$ cat config.mk
export PLATFORM = sky130hd
export DESIGN_NAME = alib_octree_frame_ctrl
export DESIGN_NICKNAME = d
export VERILOG_FILES = /design/src/rtl/alib_octree_pkg.sv /design/src/rtl/alib_octree_bb_check.sv /design/src/rtl/alib_octree_frame_ctrl.sv
export SDC_FILE = /design/constraint.sdc
export NUM_CORES = 1
export LEC_CHECK = 0
export ABC_AREA = 1
export BUFFER_PORTS_ARGS = -buffer_cell sky130_fd_sc_hd__buf_2
export CELL_PAD_IN_SITES_DETAIL_PLACEMENT = 0
export CELL_PAD_IN_SITES_GLOBAL_PLACEMENT = 1
export CORE_AREA = 2 2 140 176
export CTS_CLUSTER_DIAMETER = 120
export CTS_CLUSTER_SIZE = 28
export DETAILED_ROUTE_END_ITERATION = 16
export DIE_AREA = 0 0 142 178
export GPL_ROUTABILITY_DRIVEN = 1
export PLACE_DENSITY = 0.76
export SYNTH_ARGS = -nofsm -noshare
export SYNTH_HDL_FRONTEND = slang
export SYNTH_SLANG_ARGS = --single-unit
$ cat constraint.sdc
create_clock -name i_SYSTEM_clk -period 1.8 [get_ports i_SYSTEM_clk]
set_clock_uncertainty 0.15 [all_clocks]
set_input_delay 0.36 -clock i_SYSTEM_clk [delete_from_list [all_inputs] [get_ports i_SYSTEM_clk]]
set_output_delay 0.36 -clock i_SYSTEM_clk [all_outputs]
set_load 0.05 [all_outputs]
$ cat src/rtl/alib_octree_pkg.sv
// Shared types for the octree frame controller: FSM states, signed coordinate
// type and the width of the per-frame point counters.
package alib_octree_pkg;

  typedef enum logic [2:0] {
    ST_IDLE,
    ST_CLEAR,
    ST_WAIT_PT,
    ST_ISSUE,
    ST_WAIT_ACK,
    ST_START_DFS,
    ST_WAIT_DFS,
    ST_DONE
  } state_e;

  typedef logic signed [15:0] coord_t;

  localparam int CNT_W = 32;

endpackage

$ cat src/rtl/alib_octree_bb_check.sv
// Combinational inclusive bounding-box test on a signed 3D point.
module alib_octree_bb_check
  import alib_octree_pkg::*;
(
  input  logic signed [15:0] pt_x_i,
  input  logic signed [15:0] pt_y_i,
  input  logic signed [15:0] pt_z_i,
  input  logic signed [15:0] min_x_i,
  input  logic signed [15:0] min_y_i,
  input  logic signed [15:0] min_z_i,
  input  logic signed [15:0] max_x_i,
  input  logic signed [15:0] max_y_i,
  input  logic signed [15:0] max_z_i,
  output logic               in_box_o
);

  coord_t x, y, z;

  assign x = pt_x_i;
  assign y = pt_y_i;
  assign z = pt_z_i;

  assign in_box_o = (x >= min_x_i) && (x <= max_x_i) &&
                    (y >= min_y_i) && (y <= max_y_i) &&
                    (z >= min_z_i) && (z <= max_z_i);

endmodule

$ cat src/rtl/alib_octree_frame_ctrl.sv
// Frame sequencer feeding a point stream into an octree handler, then a DFS.
// Optional bounding-box point filter: define ALIB_OCTREE_CTRL_BBFILTER_EN.
module alib_octree_frame_ctrl
  import alib_octree_pkg::*;
#(
  parameter int ACK_TIMEOUT  = 1024,
  parameter int CLEAR_CYCLES = 2
) (
  input  logic               i_SYSTEM_clk,
  input  logic               i_SYSTEM_rst,
  input  logic               i_frame_start,
  input  logic               i_pt_valid,
  output logic               o_pt_ready,
  input  logic signed [15:0] i_pt_x,
  input  logic signed [15:0] i_pt_y,
  input  logic signed [15:0] i_pt_z,
  input  logic               i_pt_last,
  input  logic signed [15:0] i_BB_MIN_X,
  input  logic signed [15:0] i_BB_MIN_Y,
  input  logic signed [15:0] i_BB_MIN_Z,
  input  logic signed [15:0] i_BB_MAX_X,
  input  logic signed [15:0] i_BB_MAX_Y,
  input  logic signed [15:0] i_BB_MAX_Z,
  output logic               o_oct_reset_octree,
  output logic               o_oct_new_point,
  output logic               o_oct_start_dfs,
  output logic signed [15:0] o_oct_point_x,
  output logic signed [15:0] o_oct_point_y,
  output logic signed [15:0] o_oct_point_z,
  input  logic               i_oct_new_point_processed,
  input  logic               i_oct_dfs_done,
  input  logic               i_oct_all_nodes_occuppied,
  output logic               o_busy,
  output logic               o_frame_done,
  output logic               o_timeout,
  output logic [31:0]        o_points_accepted,
  output logic [31:0]        o_points_dropped
);

  localparam int CYC_MAX = (ACK_TIMEOUT > CLEAR_CYCLES) ? ACK_TIMEOUT : CLEAR_CYCLES;
  localparam int CYC_W   = $clog2(CYC_MAX + 1);

  state_e             state_q, state_d;
  logic [CYC_W-1:0]   cyc_q, cyc_d;
  logic [CNT_W-1:0]   acc_q, acc_d, drop_q, drop_d;
  logic               drop_mode_q, drop_mode_d;
  logic               last_q, last_d;
  coord_t             pt_x_q, pt_x_d, pt_y_q, pt_y_d, pt_z_q, pt_z_d;
  logic               in_box;
  logic               tmo_hit;
  logic               occ_now;

  function automatic logic [CNT_W-1:0] sat_inc(input logic [CNT_W-1:0] v);
    return (&v) ? v : v + CNT_W'(1);
  endfunction

`ifdef ALIB_OCTREE_CTRL_BBFILTER_EN
  alib_octree_bb_check u_bb_check (
    .pt_x_i  (i_pt_x),
    .pt_y_i  (i_pt_y),
    .pt_z_i  (i_pt_z),
    .min_x_i (i_BB_MIN_X),
    .min_y_i (i_BB_MIN_Y),
    .min_z_i (i_BB_MIN_Z),
    .max_x_i (i_BB_MAX_X),
    .max_y_i (i_BB_MAX_Y),
    .max_z_i (i_BB_MAX_Z),
    .in_box_o(in_box)
  );
`else
  logic unused_bb;
  assign unused_bb = ^{i_BB_MIN_X, i_BB_MIN_Y, i_BB_MIN_Z,
                       i_BB_MAX_X, i_BB_MAX_Y, i_BB_MAX_Z};
  assign in_box    = 1'b1;
`endif

  // Once the handler reports it is full, the rest of the frame is drained as drops.
  assign occ_now = i_oct_all_nodes_occuppied &&
                   (state_q == ST_WAIT_PT || state_q == ST_WAIT_ACK);

  always_comb begin
    state_d     = state_q;
    acc_d       = acc_q;
    drop_d      = drop_q;
    drop_mode_d = drop_mode_q | occ_now;
    last_d      = last_q;
    pt_x_d      = pt_x_q;
    pt_y_d      = pt_y_q;
    pt_z_d      = pt_z_q;
    tmo_hit     = 1'b0;
    cyc_d       = '0;

    unique case (state_q)
      ST_IDLE: begin
        if (i_frame_start) begin
          state_d     = ST_CLEAR;
          acc_d       = '0;
          drop_d      = '0;
          drop_mode_d = 1'b0;
        end
      end
      ST_CLEAR: begin
        if (cyc_q == CYC_W'(CLEAR_CYCLES - 1)) state_d = ST_WAIT_PT;
      end
      ST_WAIT_PT: begin
        if (i_pt_valid) begin
          pt_x_d = i_pt_x;
          pt_y_d = i_pt_y;
          pt_z_d = i_pt_z;
          last_d = i_pt_last;
          if (drop_mode_q || i_oct_all_nodes_occuppied || !in_box) begin
            drop_d  = sat_inc(drop_q);
            state_d = i_pt_last ? ST_START_DFS : ST_WAIT_PT;
          end else begin
            state_d = ST_ISSUE;
          end
        end
      end
      ST_ISSUE: state_d = ST_WAIT_ACK;
      ST_WAIT_ACK: begin
        if (i_oct_new_point_processed) begin
          acc_d   = sat_inc(acc_q);
          state_d = last_q ? ST_START_DFS : ST_WAIT_PT;
        end else if (cyc_q == CYC_W'(ACK_TIMEOUT - 1)) begin
          tmo_hit = 1'b1;
          state_d = ST_IDLE;
        end
      end
      ST_START_DFS: state_d = ST_WAIT_DFS;
      ST_WAIT_DFS: begin
        if (i_oct_dfs_done) begin
          state_d = ST_DONE;
        end else if (cyc_q == CYC_W'(ACK_TIMEOUT - 1)) begin
          tmo_hit = 1'b1;
          state_d = ST_IDLE;
        end
      end
      ST_DONE: state_d = ST_IDLE;
      default: state_d = ST_IDLE;
    endcase

    // Dwell counter restarts on every state entry; it only advances where it is consulted.
    if (state_d == state_q &&
        (state_q == ST_CLEAR || state_q == ST_WAIT_ACK || state_q == ST_WAIT_DFS))
      cyc_d = cyc_q + CYC_W'(1);
  end

  always_ff @(posedge i_SYSTEM_clk) begin
    if (i_SYSTEM_rst) begin
      state_q     <= ST_IDLE;
      cyc_q       <= '0;
      acc_q       <= '0;
      drop_q      <= '0;
      drop_mode_q <= 1'b0;
      last_q      <= 1'b0;
      pt_x_q      <= '0;
      pt_y_q      <= '0;
      pt_z_q      <= '0;
    end else begin
      state_q     <= state_d;
      cyc_q       <= cyc_d;
      acc_q       <= acc_d;
      drop_q      <= drop_d;
      drop_mode_q <= drop_mode_d;
      last_q      <= last_d;
      pt_x_q      <= pt_x_d;
      pt_y_q      <= pt_y_d;
      pt_z_q      <= pt_z_d;
    end
  end

  assign o_pt_ready         = (state_q == ST_WAIT_PT);
  assign o_busy             = (state_q != ST_IDLE);
  assign o_oct_reset_octree = (state_q == ST_CLEAR);
  assign o_oct_new_point    = (state_q == ST_ISSUE);
  assign o_oct_start_dfs    = (state_q == ST_START_DFS);
  assign o_frame_done       = (state_q == ST_DONE);
  assign o_timeout          = tmo_hit;
  assign o_oct_point_x      = pt_x_q;
  assign o_oct_point_y      = pt_y_q;
  assign o_oct_point_z      = pt_z_q;
  assign o_points_accepted  = acc_q;
  assign o_points_dropped   = drop_q;

endmodule

Yosys cells after proc, flatten, opt, wreduce, memory -nomap -nowiden
Cells that the tools add are included.
Word-level totals
  output and inout port bits: 119
  bits of input ports: 152
  register bits after elaboration: 128
Operators by class
  add/subtract/negate cells: 3
  reduce and logical (&&, ||, !) cells: 16
  equality and inequality tests: 16
  bitwise logic cells: 2
  muxes and demuxes: 24
Operators by type and width (count)
  32-bit two-way mux: 6
  32-bit one-hot mux with 2 select lines: 2
  32-bit by 1-bit adder with 32-bit output (second input constant): 2
  32-bit AND reduction: 2
  3-bit two-way mux: 9
  3-bit one-hot mux with 8 select lines: 1
  3-bit == test (second input constant): 4
  11-bit by 1-bit adder with 11-bit output (second input constant): 1
  11-bit by 1-bit == test with 1-bit output (second input constant): 1
  11-bit by 10-bit == test with 1-bit output (second input constant): 1
  2-bit inequality test (second input constant): 5
  3-bit by 2-bit == test with 1-bit output (second input constant): 2
  1-bit two-way mux: 5
  5-bit AND reduction: 1
  1-bit logical OR: 4
  4-bit AND reduction: 1
  2-bit nonzero test: 2
  3-bit by 1-bit == test with 1-bit output (second input constant): 1
  3-bit == test: 1
  3-bit zero test: 1
  3-bit nonzero test: 1
  1-bit logical AND: 2
  2-bit by 1-bit inequality test with 1-bit output (second input constant): 1
  1-bit one-hot mux with 2 select lines: 1
  4 further kinds: 4

Logic depth before layout (Yosys ltp)
Gate-level depths: netlist (run 1).
  depth after elaboration: 8
  gate-level depth with buffers: 15
  gate-level depth less buffers: 14

Worst setup path after synthesis (run 1)
No wires, ideal clock.
  kind: register to output
  start: reg cyc_q[0]
  end: out o_timeout
  cell stages (with the launch flop): 6
  setup slack: -0.849 ns
  data required time: 1.290 ns
  arrival: 2.139 ns
  path through: dfxtp_1 -> ha_1 -> nand2_1 -> nor2_2 -> nand3_1 -> o31ai_1
On the way
  cells in the longest elaborated chain, start to end: 4
  elaborated cells between the ends (all ways): 5
RTL lines
  from (decl): RTL line alib_octree_frame_ctrl.sv:44  | logic [CYC_W-1:0] cyc_q, cyc_d;
  from (signal assigned): RTL line alib_octree_frame_ctrl.sv:161  | cyc_q <= cyc_d;
  11-bit by 10-bit == test with 1-bit output *: RTL line alib_octree_frame_ctrl.sv:124, alib_octree_frame_ctrl.sv:133
  1-bit two-way mux *: RTL line alib_octree_frame_ctrl.sv:124, alib_octree_frame_ctrl.sv:133
  1-bit two-way mux, on equally long branches: RTL line alib_octree_frame_ctrl.sv:131, alib_octree_frame_ctrl.sv:121
  1-bit one-hot mux with 2 select lines *: RTL line alib_octree_frame_ctrl.sv:93  | unique case (state_q)
  to (decl): RTL line alib_octree_frame_ctrl.sv:35  | output logic o_timeout,
Every way passes the cells marked *; elsewhere a longest branch is shown, timed or not.

Worst setup path after layout (run 1)
Same ends and word-level chain as after synthesis.

==> results.json, run 1 <==
{
  "setup_viol": 42,
  "start_util_pct": 28.7,
  "maxSlewHeadroom_pct": 78.2,
  "start_kind": "flop",
  "min_period_ns": 2.11,
  "hpwlAfterDp_um": 17700,
  "drt-vias-per-instance": 4.69,
  "status": "finished with violations",
  "wl_met1_um": 10200,
  "final_area_um2": 11700,
  "crit_type": "reg -> out",
  "num_rows": 63,
  "r2r-start": "cyc_q[0]",
  "critPathLaunch": "cyc_q[0]",
  "clock_path_buffers": 2,
  "fillCellCount": 2364,
  "dr_wl_met3_um": 1300,
  "synth_cells": 1081,
  "worstMarginPinSlew_ns": 0.325,
  "p_leak_nw": 5.00,
  "dp_cells": 1675,
  "routedWlPerCell_um": 14.2,
  "worstPathArrival_ns": 1.60,
  "root_buffer": "clkbuf_16",
  "remaining_drc_errors": 0,
  "drive_gt1_share_pct": 50.2,
  "fin_ws_ns": -0.309,
  "crit_path_end_kind": "output port",
  "htree_levels": 4,
  "maxCapViolCount": 0,
  "rsz0062_at_grt": "true",
  "ff2ff_setup_slack_ns": -0.22,
  "seqCellArea_um2": 2770,
  "die_y_um": 178,
  "grt.total_usage_pct": 19.0,
  "nets": 1602,
  "clk_latency_ns": 0.42,
  "max_freq_mhz": 474,
  "area_growth_pct": 73.3,
  "rr_worst_depth": 13,
  "place_congestion": 0.859,
  "place_ws_ns": -0.135,
  "min_period_over_period_pct": 117,
  "antenna_cells": 0,
  "postSynthAreaPerCell_um2": 6.27,
  "path_max_fanout": 3,
  "cts_tree": "yes",
  "synth-seq-cells": 128,
  "synthDistinctLibCells": 30,
  "ys_seq_area_share_pct": 37.8,
  "grt_pass1_vias": 7707,
  "r2r_end": "cyc_q[2]",
  "dieWidth_um": 142,
  "power_density_nw_per_um2": 612,
  "postCtsHoldBufs": 0,
  "power_mw": 7.19,
  "hold_violations": 0,
  "postRouteAntennaNets": 0,
  "grt_pass1_wl_um": 37800,
  "highest_layer": "met5",
  "portBuffers": 174,
  "gr-total-overflow": 0,
  "crit_path_end": "o_timeout",
  "holdWs_ns": 0.0156,
  "core_um2": 23600,
  "cts_sinks": 128,
  "final_cell_mix": "210 x nand2_1, 209 x nor2_1, 166 x buf_4",
  "syn-num-nets": 1237,
  "drt-initial-drc-count": 305,
  "final_common_cell": "nand2_1",
  "slew_violations": 0,
  "syn_area_um2": 6770,
  "die-area_um2": 25300,
  "path_clk_slew_ns": 0.06,
  "hold_class": "in -> reg",
  "multi_input_area_um2": 4760,
  "via_count": 8211,
  "crit_required_ns": 1.29,
  "grt_max_degree": 49,
  "violations": "negative setup slack",
  "drt-total-wl_um": 24900,
  "hold_start": "i_pt_y[2]",
  "ios": 271,
  "ys_warn_count": 0,
  "cts_buffers": 17,
  "ir_worst_vdd_v": 0.000635,
  "wl_met2_um": 12800,
  "dr.pass1.iters": 5,
  "antenna_found_initial": 1,
  "place_area_um2": 9420,
  "final_cell_count_no_fill": 1750
}
critical path, cell delays in order (launching register included):
cell,delay (ns)
dfxtp_4,0.36
ha_4,0.15
nand2_4,0.05
nor2_4,0.12
nand3_4,0.11
inv_2,0.07
nand3_2,0.07
o31ai_4,0.07
buf_6,0.19
cells by family (layout without fill, tap and decap cells):
kind of cell	count (synthesis)	count (layout)	synth area share [%]
simple gates	672	672	40.3
flops	128	128	37.8
compound gates	123	123	9.35
xor+xnor	25	25	3.23
buf+inv	129	506	8.57
fa+ha+maj	4	4	0.739
per-layer routing:
layer  up-vias  track usage [%]
li1       4156                -
met1      3782             21.5
met2       232             34.2
met3        39             4.70
met4         2             6.96
met5         -                0
cell usage after synthesis, drive strengths merged:
master | n | area share [%]
inv | 90 | 5.0
nand3 | 67 | 5.0
xnor2 | 11 | 1.4
or2 | 1 | 0.092
nand4 | 9 | 0.83
and2 | 1 | 0.092
clkbuf | 18 | 1.0
clkinv | 2 | 0.11
nor4 | 3 | 0.28
nor2 | 276 | 15
xor2 | 14 | 1.8
o21ai | 61 | 4.7
dfxtp | 128 | 38
buf | 19 | 2.5
nand2 | 277 | 15
ha | 4 | 0.74
a21oi | 59 | 4.4
nor3b | 1 | 0.11
a31oi | 1 | 0.092
a211oi | 1 | 0.11
o31ai | 1 | 0.11
nor3 | 36 | 3.0
nand3b | 1 | 0.11
stage by stage:
step                      util, %  setup TNS (ns)
after global routing         49.8           -8.63
after CTS                    44.8           -2.73
after floorplan                 -           -1.14
after global placement       40.0           -3.18
after detailed placement     40.0           -4.13
final                        49.8           -3.69
power by group:
group | internal [mW] | total, mW | switching (mW)
Combinational | 0.462 | 1.05 | 0.589
Sequential | 2.79 | 2.82 | 0.0245
Clock | 1.92 | 3.32 | 1.39
how the worst min path moves through the flow:
stage	end	slack, ns	cells after the start
6_report	o_oct_point_y[2]	0.02	3
5_1_grt	o_oct_point_z[14]	0.03	3
3_3_place_gp	drop_mode_q	0.30	2
3_5_place_dp	drop_mode_q	0.31	2
4_1_cts	o_oct_point_x[3]	0.02	3
2_1_floorplan	cyc_q[0]	0.28	1
final cells by class:
cell class	count	area share (%)
inverters	92	3.21
clock buffers	21	4.10
clock inverters	10	0.608
well taps	292	3.11
flip-flops and latches	128	23.6
repair buffers	383	24.8
multi-input cells	824	40.5
repair_timing:
action,4_1_cts,5_1_grt
gates resized for setup,98,282
buffers inserted,18,17
pin swaps,30,75
gates cloned,5,5
setup endpoints to repair,80,116
registers in the layout (all words and copies together) (netlist names):
signal	flops
last_q	1
o_oct_point_z	16
state_q	3
o_points_accepted	32
o_oct_point_y	16
drop_mode_q	1
o_points_dropped	32
cyc_q	11
o_oct_point_x	16
No activity file was read; power rests on OpenSTA's default activity.
==> run 2: changes to the inputs <==
--- a/config.mk
+++ b/config.mk
@@ -16,5 +16,5 @@
 export DIE_AREA = 0 0 142 178
 export GPL_ROUTABILITY_DRIVEN = 1
-export PLACE_DENSITY = 0.76
+export PLACE_DENSITY = 0.82
 export SYNTH_ARGS = -nofsm -noshare
 export SYNTH_HDL_FRONTEND = slang
==> constraint.sdc (replaced) <==
create_clock -name i_SYSTEM_clk -period 1.8 [get_ports i_SYSTEM_clk]
set_clock_uncertainty 0.15 [all_clocks]
set_input_delay 0.27 -clock i_SYSTEM_clk [delete_from_list [all_inputs] [get_ports i_SYSTEM_clk]]
set_output_delay 0.27 -clock i_SYSTEM_clk [all_outputs]
set_load 0.05 [all_outputs]
==> run 2 against run 1 <==
  * The run still ends with negative setup slack left
  * Via count rose by 6.1%
  * Largest power group unchanged
  * Global-route usage is 1.5 points higher
  * Hold slack got worse by 0.013 ns
  * Die area stayed put
  * Fmax is 3.3% higher
  * Critical path type unchanged
  * Critical path depth decreased by 2
  * Final cell count rose by 3.1%
  * Cell area increased by 7.6%
==> results.json, run 2 (same netlist as run 1, synthesis figures left out) <==
{
  "path_max_fanout": 3,
  "worstPathArrival_ns": 1.62,
  "ff2ff_setup_slack_ns": -0.11,
  "violations": "negative setup slack",
  "highest_layer": "met5",
  "hpwlAfterDp_um": 17300,
  "remaining_drc_errors": 0,
  "dieWidth_um": 142,
  "routedWlPerCell_um": 15.0,
  "power_density_nw_per_um2": 602,
  "path_clk_slew_ns": 0.06,
  "dr_wl_met3_um": 1480,
  "fin_util_pct": 53.6,
  "worstPathCellList": "ha_4, nand2_4, nor2_4, nand3_4, o31ai_4, buf_6",
  "postRouteAntennaNets": 0,
  "crit_path_end_kind": "output port",
  "setup_viol": 70,
  "hold_violations": 0,
  "num_rows": 63,
  "grt_pass1_vias": 8239,
  "max_freq_mhz": 490,
  "rr_worst_depth": 11,
  "r2r-start": "o_points_accepted[16]",
  "hold_class": "in -> reg",
  "crit_path_end": "o_timeout",
  "grt_max_degree": 51,
  "status": "finished with violations",
  "gr-total-overflow": 0,
  "grt_pass1_wl_um": 40600,
  "drt-vias-per-instance": 4.83,
  "htree_levels": 4,
  "critPathLaunch": "cyc_q[1]",
  "critPathMaxStageDelay_ns": 0.35,
  "crit_required_ns": 1.38,
  "core_um2": 23600,
  "final_common_cell": "nor2_1",
  "wl_met1_um": 10500,
  "drt-initial-drc-count": 419,
  "portBuffers": 174,
  "cts_buffers": 17,
  "r2r_end": "o_points_accepted[23]",
  "nets": 1655,
  "place_congestion": 0.849,
  "fin_ws_ns": -0.241,
  "drt-total-wl_um": 27000,
  "cts_sinks": 128,
  "die_y_um": 178,
  "p_leak_nw": 5.55,
  "via_count": 8715,
  "clock_path_buffers": 2,
  "ir_worst_vdd_v": 0.000751,
  "min_period_ns": 2.04,
  "cp_slowest_cell": "dfxtp_2",
  "root_buffer": "clkbuf_16",
  "final_cell_mix": "220 x nor2_1, 191 x nand2_1, 167 x buf_4, 167 x buf_2, 70 x inv_1",
  "drive_gt1_share_pct": 50.6,
  "dr.pass1.iters": 5,
  "area_growth_pct": 86.5,
  "wl_met2_um": 14000,
  "power_mw": 7.60,
  "maxSlewHeadroom_pct": 72.6,
  "cts_tree": "yes",
  "crit_type": "reg -> out",
  "rsz0062_at_grt": "true",
  "min_period_over_period_pct": 113,
  "clk_latency_ns": 0.43,
  "antenna_cells": 0,
  "maxCapViolCount": 0,
  "ios": 271,
  "slew_violations": 0,
  "antenna_found_initial": 1,
  "worstMarginPinSlew_ns": 0.409,
  "die-area_um2": 25300,
  "start_kind": "flop",
  "start_util_pct": 28.7,
  "grt.total_usage_pct": 20.4
}
-- run 2: changes by cell type in the layout (fill, tap and decap cells not counted), moves of 6 or more --
cell	delta
a21oi_1	-6
dlygate4sd3_1	+47
nand2_1	-19
nand2_4	+19
nand3_1	-8
nor2_1	+11
nor2_2	-19
nor2_4	+8
o21ai_0	+6
o21ai_1	-6
-- run 2: critical path: cells and delay by family (launching register included) --
family                   cells  cell delay (ns)
adder cells (fa/ha/maj)      1             0.15
AO/OA/AOI/OAI                1             0.23
flip-flops                   1             0.35
buffers and inverters        1             0.19
AND/OR/NAND/NOR              3             0.26
-- run 2: what timing repair did --
action	CTS	global route
buffers inserted	53	21
hold endpoints to repair	47	0
setup endpoints to repair	77	117
gates cloned	12	1
hold buffers	47	0
resized for setup	198	235
pin swaps	64	94
-- run 2: worst min path at each step --
stage                start           endpoint  slack [ns]  cells after the start
2_1_floorplan     cyc_q[0]           cyc_q[0]        0.28                      1
3_5_place_dp   drop_mode_q        drop_mode_q        0.31                      2
5_1_grt         i_pt_x[15]  o_oct_point_x[15]        0.03                      3
6_report        i_pt_x[15]  o_oct_point_x[15]       0.002                      3
4_1_cts         i_pt_x[15]  o_oct_point_x[15]       0.003                      3
3_3_place_gp   drop_mode_q        drop_mode_q        0.30                      2
-- run 2: final cells by class --
type / instances / area [um2]
Timing Repair Buffer: 435 / 3480
Fill cell: 2165 / 10900
Sequential cell: 128 / 2760
Tap cell: 292 / 365
Multi-Input combinational cell: 824 / 5030
Clock inverter: 10 / 86.3
Inverter: 92 / 392
Clock buffer: 22 / 507
Timing Repair inverter: 1 / 11.3
-- run 2: per-layer routing --
layer / vias to the layer above / track usage (%)
met5: - / 0
met4: 2 / 9.08
met3: 77 / 4.24
met2: 296 / 37.4
met1: 4071 / 22.7
li1: 4269 / -
-- run 2: metrics by stage --
stage | instances | worst slack, ns | area (um2) | hold WS, ns | setup TNS (ns)
after floorplan | 1081 | -0.0603 | 7090 | 0.283 | -1.05
after global placement | 1660 | -0.0872 | 9330 | 0.304 | -1.50
after detailed placement | 1660 | -0.0884 | 9330 | 0.307 | -3.09
after CTS | 1792 | -0.266 | 11700 | 0.00337 | -4.14
after global routing | 1804 | -0.312 | 12600 | 0.0274 | -10.83
final | 1804 | -0.241 | 12600 | 0.00213 | -3.74
-- run 2: report_power, final --
group	switching (mW)	leakage (nW)	internal [mW]
Sequential	0.0243	1.08	2.80
Clock	1.46	0.289	2.03
Combinational	0.677	4.18	0.615
